==> src/rtl/uart_pkg.sv <==
// Shared definitions for the UART transmit path: state encoding,
// default bit timing and the fixed line levels used in a frame.
package uart_pkg;

  typedef enum logic [2:0] {
    S_IDLE   = 3'd0,
    S_START  = 3'd1,
    S_DATA   = 3'd2,
    S_PARITY = 3'd3,
    S_STOP   = 3'd4
  } uart_state_t;

  localparam int   DEFAULT_CLKS_PER_BIT = 434;
  localparam logic LINE_IDLE            = 1'b1;
  localparam logic START_BIT            = 1'b0;
  localparam logic STOP_BIT             = 1'b1;

endpackage

==> src/rtl/uart_tx_frame_if.sv <==
// Word-in / line-out bundle between the upstream parity stage, the
// frame serialiser and whatever consumes its status flags.
interface uart_tx_frame_if #(
  parameter int DATA_WIDTH = 8
);
  logic                  data_valid;
  logic [DATA_WIDTH-1:0] parallel_data;
  logic                  parity_en;
  logic                  parity_bit;
  logic                  tx_serial;
  logic                  tx_ready;
  logic                  tx_busy;
  logic                  tx_done;
  logic                  tx_overrun;

  modport master (
    output data_valid, parallel_data, parity_en, parity_bit,
    input  tx_serial, tx_ready, tx_busy, tx_done, tx_overrun
  );

  modport slave (
    input  data_valid, parallel_data, parity_en, parity_bit,
    output tx_serial, tx_ready, tx_busy, tx_done, tx_overrun
  );
endinterface

==> src/rtl/uart_bit_timer.sv <==
// Bit-period counter: o_bit_end is high during the last cycle of each
// CLKS_PER_BIT-cycle period; i_clear holds the count at zero.
module uart_bit_timer #(
  parameter int CLKS_PER_BIT = 434
) (
  input  logic UCLK,
  input  logic reset,
  input  logic i_clear,
  output logic o_bit_end
);
  localparam int CNT_W = $clog2(CLKS_PER_BIT);

  logic [CNT_W-1:0] r_cnt;

  assign o_bit_end = (r_cnt == CNT_W'(CLKS_PER_BIT - 1));

  always_ff @(posedge UCLK or negedge reset) begin
    if (!reset) begin
      r_cnt <= '0;
    end else if (i_clear || o_bit_end) begin
      r_cnt <= '0;
    end else begin
      r_cnt <= r_cnt + CNT_W'(1);
    end
  end
endmodule

==> src/rtl/uart_tx_frame.sv <==
// UART frame serialiser: start bit, LSB-first data, optional upstream
// parity bit and one or two stop bits on a registered TX line.
module uart_tx_frame
  import uart_pkg::*;
#(
  parameter int DATA_WIDTH   = 8,
  parameter int CLKS_PER_BIT = DEFAULT_CLKS_PER_BIT,
  parameter int STOP_BITS    = 1
) (
  input  logic            UCLK,
  input  logic            reset,
  uart_tx_frame_if.slave  bus
);
  localparam int IDX_W = $clog2(DATA_WIDTH + 1);

  uart_state_t           r_state, w_state_next;
  logic [DATA_WIDTH-1:0] r_shift, w_shift_next;
  logic [IDX_W-1:0]      r_idx, w_idx_next;
  logic                  r_par_en, w_par_en_next;
  logic                  r_line, w_line_next;
  logic                  r_done, w_done_next;
  logic                  r_overrun, w_overrun_next;
  logic                  w_bit_end;
  logic                  w_timer_clear;

  // Holding the timer at zero in IDLE makes the accept edge the start of bit 0.
  assign w_timer_clear = (r_state == S_IDLE);

  uart_bit_timer #(.CLKS_PER_BIT(CLKS_PER_BIT)) u_bit_timer (
    .UCLK      (UCLK),
    .reset     (reset),
    .i_clear   (w_timer_clear),
    .o_bit_end (w_bit_end)
  );

  always_ff @(posedge UCLK or negedge reset) begin
    if (!reset) begin
      r_state   <= S_IDLE;
      r_shift   <= '0;
      r_idx     <= '0;
      r_par_en  <= 1'b0;
      r_line    <= LINE_IDLE;
      r_done    <= 1'b0;
      r_overrun <= 1'b0;
    end else begin
      r_state   <= w_state_next;
      r_shift   <= w_shift_next;
      r_idx     <= w_idx_next;
      r_par_en  <= w_par_en_next;
      r_line    <= w_line_next;
      r_done    <= w_done_next;
      r_overrun <= w_overrun_next;
    end
  end

  always_comb begin
    w_state_next   = r_state;
    w_shift_next   = r_shift;
    w_idx_next     = r_idx;
    w_par_en_next  = r_par_en;
    w_line_next    = r_line;
    w_done_next    = 1'b0;
    w_overrun_next = bus.data_valid && (r_state != S_IDLE);

    case (r_state)
      S_IDLE: begin
        if (bus.data_valid) begin
          w_state_next  = S_START;
          w_shift_next  = bus.parallel_data;
          w_par_en_next = bus.parity_en;
          w_idx_next    = '0;
          w_line_next   = START_BIT;
        end
      end
      S_START: begin
        if (w_bit_end) begin
          w_state_next = S_DATA;
          w_idx_next   = '0;
          w_line_next  = r_shift[0];
        end
      end
      S_DATA: begin
        if (w_bit_end) begin
          if (r_idx == IDX_W'(DATA_WIDTH - 1)) begin
            w_idx_next = '0;
            if (r_par_en) begin
              w_state_next = S_PARITY;
              w_line_next  = bus.parity_bit;
            end else begin
              w_state_next = S_STOP;
              w_line_next  = STOP_BIT;
            end
          end else begin
            w_idx_next   = r_idx + IDX_W'(1);
            w_shift_next = r_shift >> 1;
            w_line_next  = w_shift_next[0];
          end
        end
      end
      S_PARITY: begin
        if (w_bit_end) begin
          w_state_next = S_STOP;
          w_idx_next   = '0;
          w_line_next  = STOP_BIT;
        end
      end
      S_STOP: begin
        if (w_bit_end) begin
          if (r_idx == IDX_W'(STOP_BITS - 1)) begin
            w_state_next = S_IDLE;
            w_idx_next   = '0;
            w_line_next  = LINE_IDLE;
            w_done_next  = 1'b1;
          end else begin
            w_idx_next = r_idx + IDX_W'(1);
          end
        end
      end
      default: begin
        w_state_next = S_IDLE;
        w_line_next  = LINE_IDLE;
      end
    endcase
  end

  assign bus.tx_serial  = r_line;
  assign bus.tx_ready   = (r_state == S_IDLE);
  assign bus.tx_busy    = (r_state != S_IDLE);
  assign bus.tx_done    = r_done;
  assign bus.tx_overrun = r_overrun;
endmodule

==> src/flat_wrapper.sv <==
// flat-port wrapper written by rule: the top's interface ports become plain ports
module uart_tx_frame_flat import uart_pkg::*;
#(
  parameter int DATA_WIDTH   = 8,
  parameter int CLKS_PER_BIT = DEFAULT_CLKS_PER_BIT,
  parameter int STOP_BITS    = 1
)
  (UCLK, reset, bus_data_valid, bus_parallel_data, bus_parity_en, bus_parity_bit, bus_tx_serial, bus_tx_ready, bus_tx_busy, bus_tx_done, bus_tx_overrun);
  uart_tx_frame_if #(.DATA_WIDTH(DATA_WIDTH)) bus_i ();
  input  logic UCLK;
  input  logic reset;
  input wire logic [$bits(bus_i.data_valid)-1:0] bus_data_valid;
  input wire logic [$bits(bus_i.parallel_data)-1:0] bus_parallel_data;
  input wire logic [$bits(bus_i.parity_en)-1:0] bus_parity_en;
  input wire logic [$bits(bus_i.parity_bit)-1:0] bus_parity_bit;
  output wire logic [$bits(bus_i.tx_serial)-1:0] bus_tx_serial;
  output wire logic [$bits(bus_i.tx_ready)-1:0] bus_tx_ready;
  output wire logic [$bits(bus_i.tx_busy)-1:0] bus_tx_busy;
  output wire logic [$bits(bus_i.tx_done)-1:0] bus_tx_done;
  output wire logic [$bits(bus_i.tx_overrun)-1:0] bus_tx_overrun;
  assign bus_i.data_valid = bus_data_valid;
  assign bus_i.parallel_data = bus_parallel_data;
  assign bus_i.parity_en = bus_parity_en;
  assign bus_i.parity_bit = bus_parity_bit;
  assign bus_tx_serial = bus_i.tx_serial;
  assign bus_tx_ready = bus_i.tx_ready;
  assign bus_tx_busy = bus_i.tx_busy;
  assign bus_tx_done = bus_i.tx_done;
  assign bus_tx_overrun = bus_i.tx_overrun;
  uart_tx_frame #(.DATA_WIDTH(DATA_WIDTH), .CLKS_PER_BIT(CLKS_PER_BIT), .STOP_BITS(STOP_BITS)) u_core (.UCLK(UCLK), .reset(reset), .bus(bus_i));
endmodule
==> config.mk <==
export PLATFORM = sky130hd
export DESIGN_NAME = uart_tx_frame_flat
export DESIGN_NICKNAME = d
export VERILOG_FILES = /design/src/rtl/uart_pkg.sv /design/src/rtl/uart_tx_frame_if.sv /design/src/rtl/uart_bit_timer.sv /design/src/rtl/uart_tx_frame.sv /design/src/flat_wrapper.sv
export SDC_FILE = /design/constraint.sdc
export NUM_CORES = 1
export LEC_CHECK = 0
export BUFFER_PORTS_ARGS = -buffer_cell sky130_fd_sc_hd__buf_2
export CAP_MARGIN = 5
export CORE_ASPECT_RATIO = 1.75
export CORE_MARGIN = 2
export CORE_UTILIZATION = 54
export CTS_BUF_LIST = sky130_fd_sc_hd__clkbuf_4 sky130_fd_sc_hd__clkbuf_8
export CTS_CLUSTER_SIZE = 25
export DETAILED_ROUTE_END_ITERATION = 8
export PLACE_DENSITY = 0.79
export SETUP_SLACK_MARGIN = 0.5
export SYNTH_ARGS = -nofsm -noshare
export SYNTH_HDL_FRONTEND = slang
export SYNTH_SLANG_ARGS = --single-unit
==> constraint.sdc <==
create_clock -name UCLK -period 1.94 [get_ports UCLK]
set_input_delay 0.388 -clock UCLK [delete_from_list [all_inputs] [get_ports UCLK]]
set_output_delay 0.388 -clock UCLK [all_outputs]
set_load 0.1 [all_outputs]
==> flow_summary_export.csv <==
group,metric,value,unit
placement,routabilityCongestion,0.8396,
logic_synthesis,yosys.area_share.simple,0.2238,
grt,grt_overflow,0,
logic_synthesis,synth_area_leader_cell,"dfrtp_1",
logic_synthesis,synth-edff-count,0,
sta,drv_slew,0,
drt,drt-initial-drc-count,34,
sta,worst_pin_slew,0.6418,ns
logic_synthesis,syn_nets,166,
logic_synthesis,ys_warn_count,0,
pwr,p_sw,1.684,mW
cts,clockBufferDepth,2,
logic_synthesis,synth-adder-area-share,0.03086,
sta,clock_skew,0.004220,ns
pwr,share_seq_of_total_power,0.254,
pwr,power_frac_comb,0.654,
pwr,clockPowerShare,0.092,
drt,num_vias,1316,
critical_path,worstSetupEndpointType,"flip-flop",
cts,clk-insertion-delay-late,0.28,ns
logic_synthesis,syn_area,1622,um^2
grt,grt_usage,0.2581,
logic_synthesis,synth_top_family_by_area,"simple AND/OR/NAND/NOR gates",
placement,port_buffers,17,
sta,fmax,516.6,MHz
cells_and_area,drive_gt1_frac,0.5000,
logic_synthesis,yosysSeqAreaShare,0.4329,
logic_synthesis,ys_seq_elements,28,
cts,cts_buffers,3,
logic_synthesis,yosysUniqueCellTypes,52,
critical_path,critPathArrivalTime,2.14,ns
pwr,finalPower,3.957,mW
logic_synthesis,syn_avg_cell_area,10.88,um^2
sta,hold_viol,0,
critical_path,crit_type,"reg -> reg",
run_status,status,"finished clean",
sta,layout_min_cycle_time,1.936,ns
pwr,sw_frac_of_total,0.4256,
critical_path,startpoint_type,"flip-flop",
drt,drtAntennaViolNets,0,
worst_hold_path,holdCritPathClass,"in -> async",
die,coreArea,2895,um^2
sta,whs,0.1206,ns
logic_synthesis,synth_top_area_frac,0.4167,
logic_synthesis,async_reset_ff_frac,1.000,
cts,cts_max_level,1,
sta,setup_viol,0,
grt,grt_max_degree,29,
logic_synthesis,synth_compound_area_frac,0.1181,
drt,route.detailed.drc,0,
die,die_x,45.43,um
logic_synthesis,synth_xor_area_frac,0.03781,
cells_and_area,finalNetCount,214,
drt,drt-wirelength-per-cell,19.05,um
die,io-pin-count,18,
die,rows,26,
cts,path_clk_slew,0.09,ns
logic_synthesis,muxShareOfSynthArea,0.1103,
cts,cts_tree,"done",
cells_and_area,post-route-util,0.7809,
sta,timing.final.ws_setup,0.004419,ns
pwr,power.leakage,1.034,nW
grt,grt_pass1_wl,6.644,mm
sta,rsz0062_at_grt,"yes",
critical_path,critical_path.max_fanout,4,
cells_and_area,syn_to_final_growth,39.43,%
pwr,ir_drop,0.001057,V
cells_and_area,antenna_cells,0,
drt,avgViaCountPerCell,5.875,
logic_synthesis,synthFlopType,"dfrtp_1",
grt,grt_pass1_vias,1411,
grt,antenna_found_initial,0,
die,start_util,0.5601,
pwr,power.density,1750,nW/um^2
die,die_area,3475,um^2
cts,cts_sinks,28,
drt,drt_pass1_iterations,4,
placement,dp_slack,0.03827,ns
die,die_height,76.49,um
logic_synthesis,synth_area_leaders,"dfrtp_1, mux2_1, mux2_2",
cts,clockRootBuffer,"clkbuf_8",
pwr,power.internal,2.273,mW
drt,drt-total-wl,4.268,mm
logic_synthesis,synth_cells,149,
critical_path,required,2.15,ns
job,drv_cap,0,
sta,slew_headroom,0.5721,
placement,place_hpwl,2.660,mm
sta,post-route-period-util,0.9977,
cts,cts_hold_buf,0,
## synthesized netlist by cell type (3+ instances only)
| library cell | instances |
|---|---|
| nor2_1 | 16 |
| buf_6 | 3 |
| mux2_1 | 8 |
| a21oi_1 | 4 |
| dfrtp_1 | 27 |
| nand3_1 | 5 |
| xor2_1 | 3 |
| o21ai_1 | 3 |
| inv_1 | 8 |
| a31oi_1 | 3 |
| xnor2_1 | 4 |
| ha_1 | 4 |
| nand2_1 | 9 |
| mux2_2 | 7 |
## path summary, 6_finish.rpt
path,from,end,slack [ns],cells after the start
setup / recovery,u_core.r_idx[1],u_core.r_state[2],0.004,6
hold / removal,reset,u_core.r_shift[5],0.12,1
setup reg to reg,u_core.r_idx[1],u_core.r_state[2],0.004,6
hold reg to reg,u_core.u_bit_timer.r_cnt[0],u_core.u_bit_timer.r_cnt[0],0.51,1
max in group asynchronous,reset,u_core.u_bit_timer.r_cnt[2],1.36,1
min in group UCLK,bus_parity_en,u_core.r_par_en,0.37,2
## registers in the layout, summed over array words and instances, names as in the netlist
signal,flops
u_core.bus.tx_serial,1
u_core.r_shift,8
u_core.bus.tx_overrun,1
u_core.bus.tx_done,1
u_core.r_idx,4
u_core.u_bit_timer.r_cnt,9
u_core.r_state,3
u_core.r_par_en,1
## layer usage
metal | vias to the layer above | share of wire | GRT usage
met4 | 0 | 0.028 | 0.1088
met3 | 14 | 0.023 | 0.02370
met5 | - | 0 | 0
met2 | 43 | 0.57 | 0.4451
li1 | 620 | - | -
met1 | 639 | 0.38 | 0.3058
## critical path, stage by stage (launching register included)
cell      delay (ns)
dfrtp_1         0.41
inv_1           0.07
ha_2            0.15
or3b_4          0.39
a221o_1         0.38
a211oi_2        0.24
a32o_1          0.23
## layout by cell type (no fill, tap or decap), types with 4 or more instances in the layout
| master | synthesis | layout |
|---|---|---|
| nand3_1 | 5 | 5 |
| dfrtp_2 | 0 | 4 |
| buf_12 | 0 | 5 |
| buf_4 | 1 | 21 |
| nand2_1 | 9 | 7 |
| mux2_4 | 0 | 14 |
| nor2_1 | 16 | 15 |
| buf_6 | 3 | 6 |
| inv_1 | 8 | 6 |
| dfrtp_1 | 27 | 23 |
| xnor2_1 | 4 | 4 |
| clkbuf_8 | 0 | 4 |
| buf_2 | 0 | 12 |
## final cells by class
| class | count | area, um^2 |
|---|---|---|
| repair buffers | 47 | 415.4 |
| multi-input cells | 108 | 1011 |
| well taps | 28 | 35.03 |
| flip-flops and latches | 28 | 706.9 |
| inverters | 9 | 37.54 |
| fillers | 167 | 634.4 |
| clock buffers | 4 | 55.05 |
## cells by family after synthesis
kind of cell	count (synthesis)
AO/OA/AOI/OAI	25
XOR/XNOR	7
adder cells (fa/ha/maj)	4
buffers and inverters	13
flip-flops	28
multiplexers	16
AND/OR/NAND/NOR	56
## power groups by stage
stage                     clock network [mW]  registers [mW]  logic (mW)
final                                  0.363            1.01        2.59
after global routing                   0.386            1.03        2.73
after CTS                              0.371           0.983        2.34
after detailed placement                   0            1.02        1.94
after global placement                     0           0.995        1.89
after floorplan                            0            1.05        1.44
## per-stage QoR
stage,setup TNS (ns),std cells,cell area [um^2]
2_1_floorplan,0,149,1700
3_3_place_gp,0,198,1878
3_5_place_dp,0,198,1878
4_1_cts,0,220,2153
5_1_grt,-0.03511,224,2261
6_report,0,224,2261
## timing repair
action	in CTS	in global routing
endpoints found under the setup margin	30	32
setup buffers	18	4
gates resized for setup	23	16
pin swaps	9	6
No activity file was read; power rests on OpenSTA's default activity.
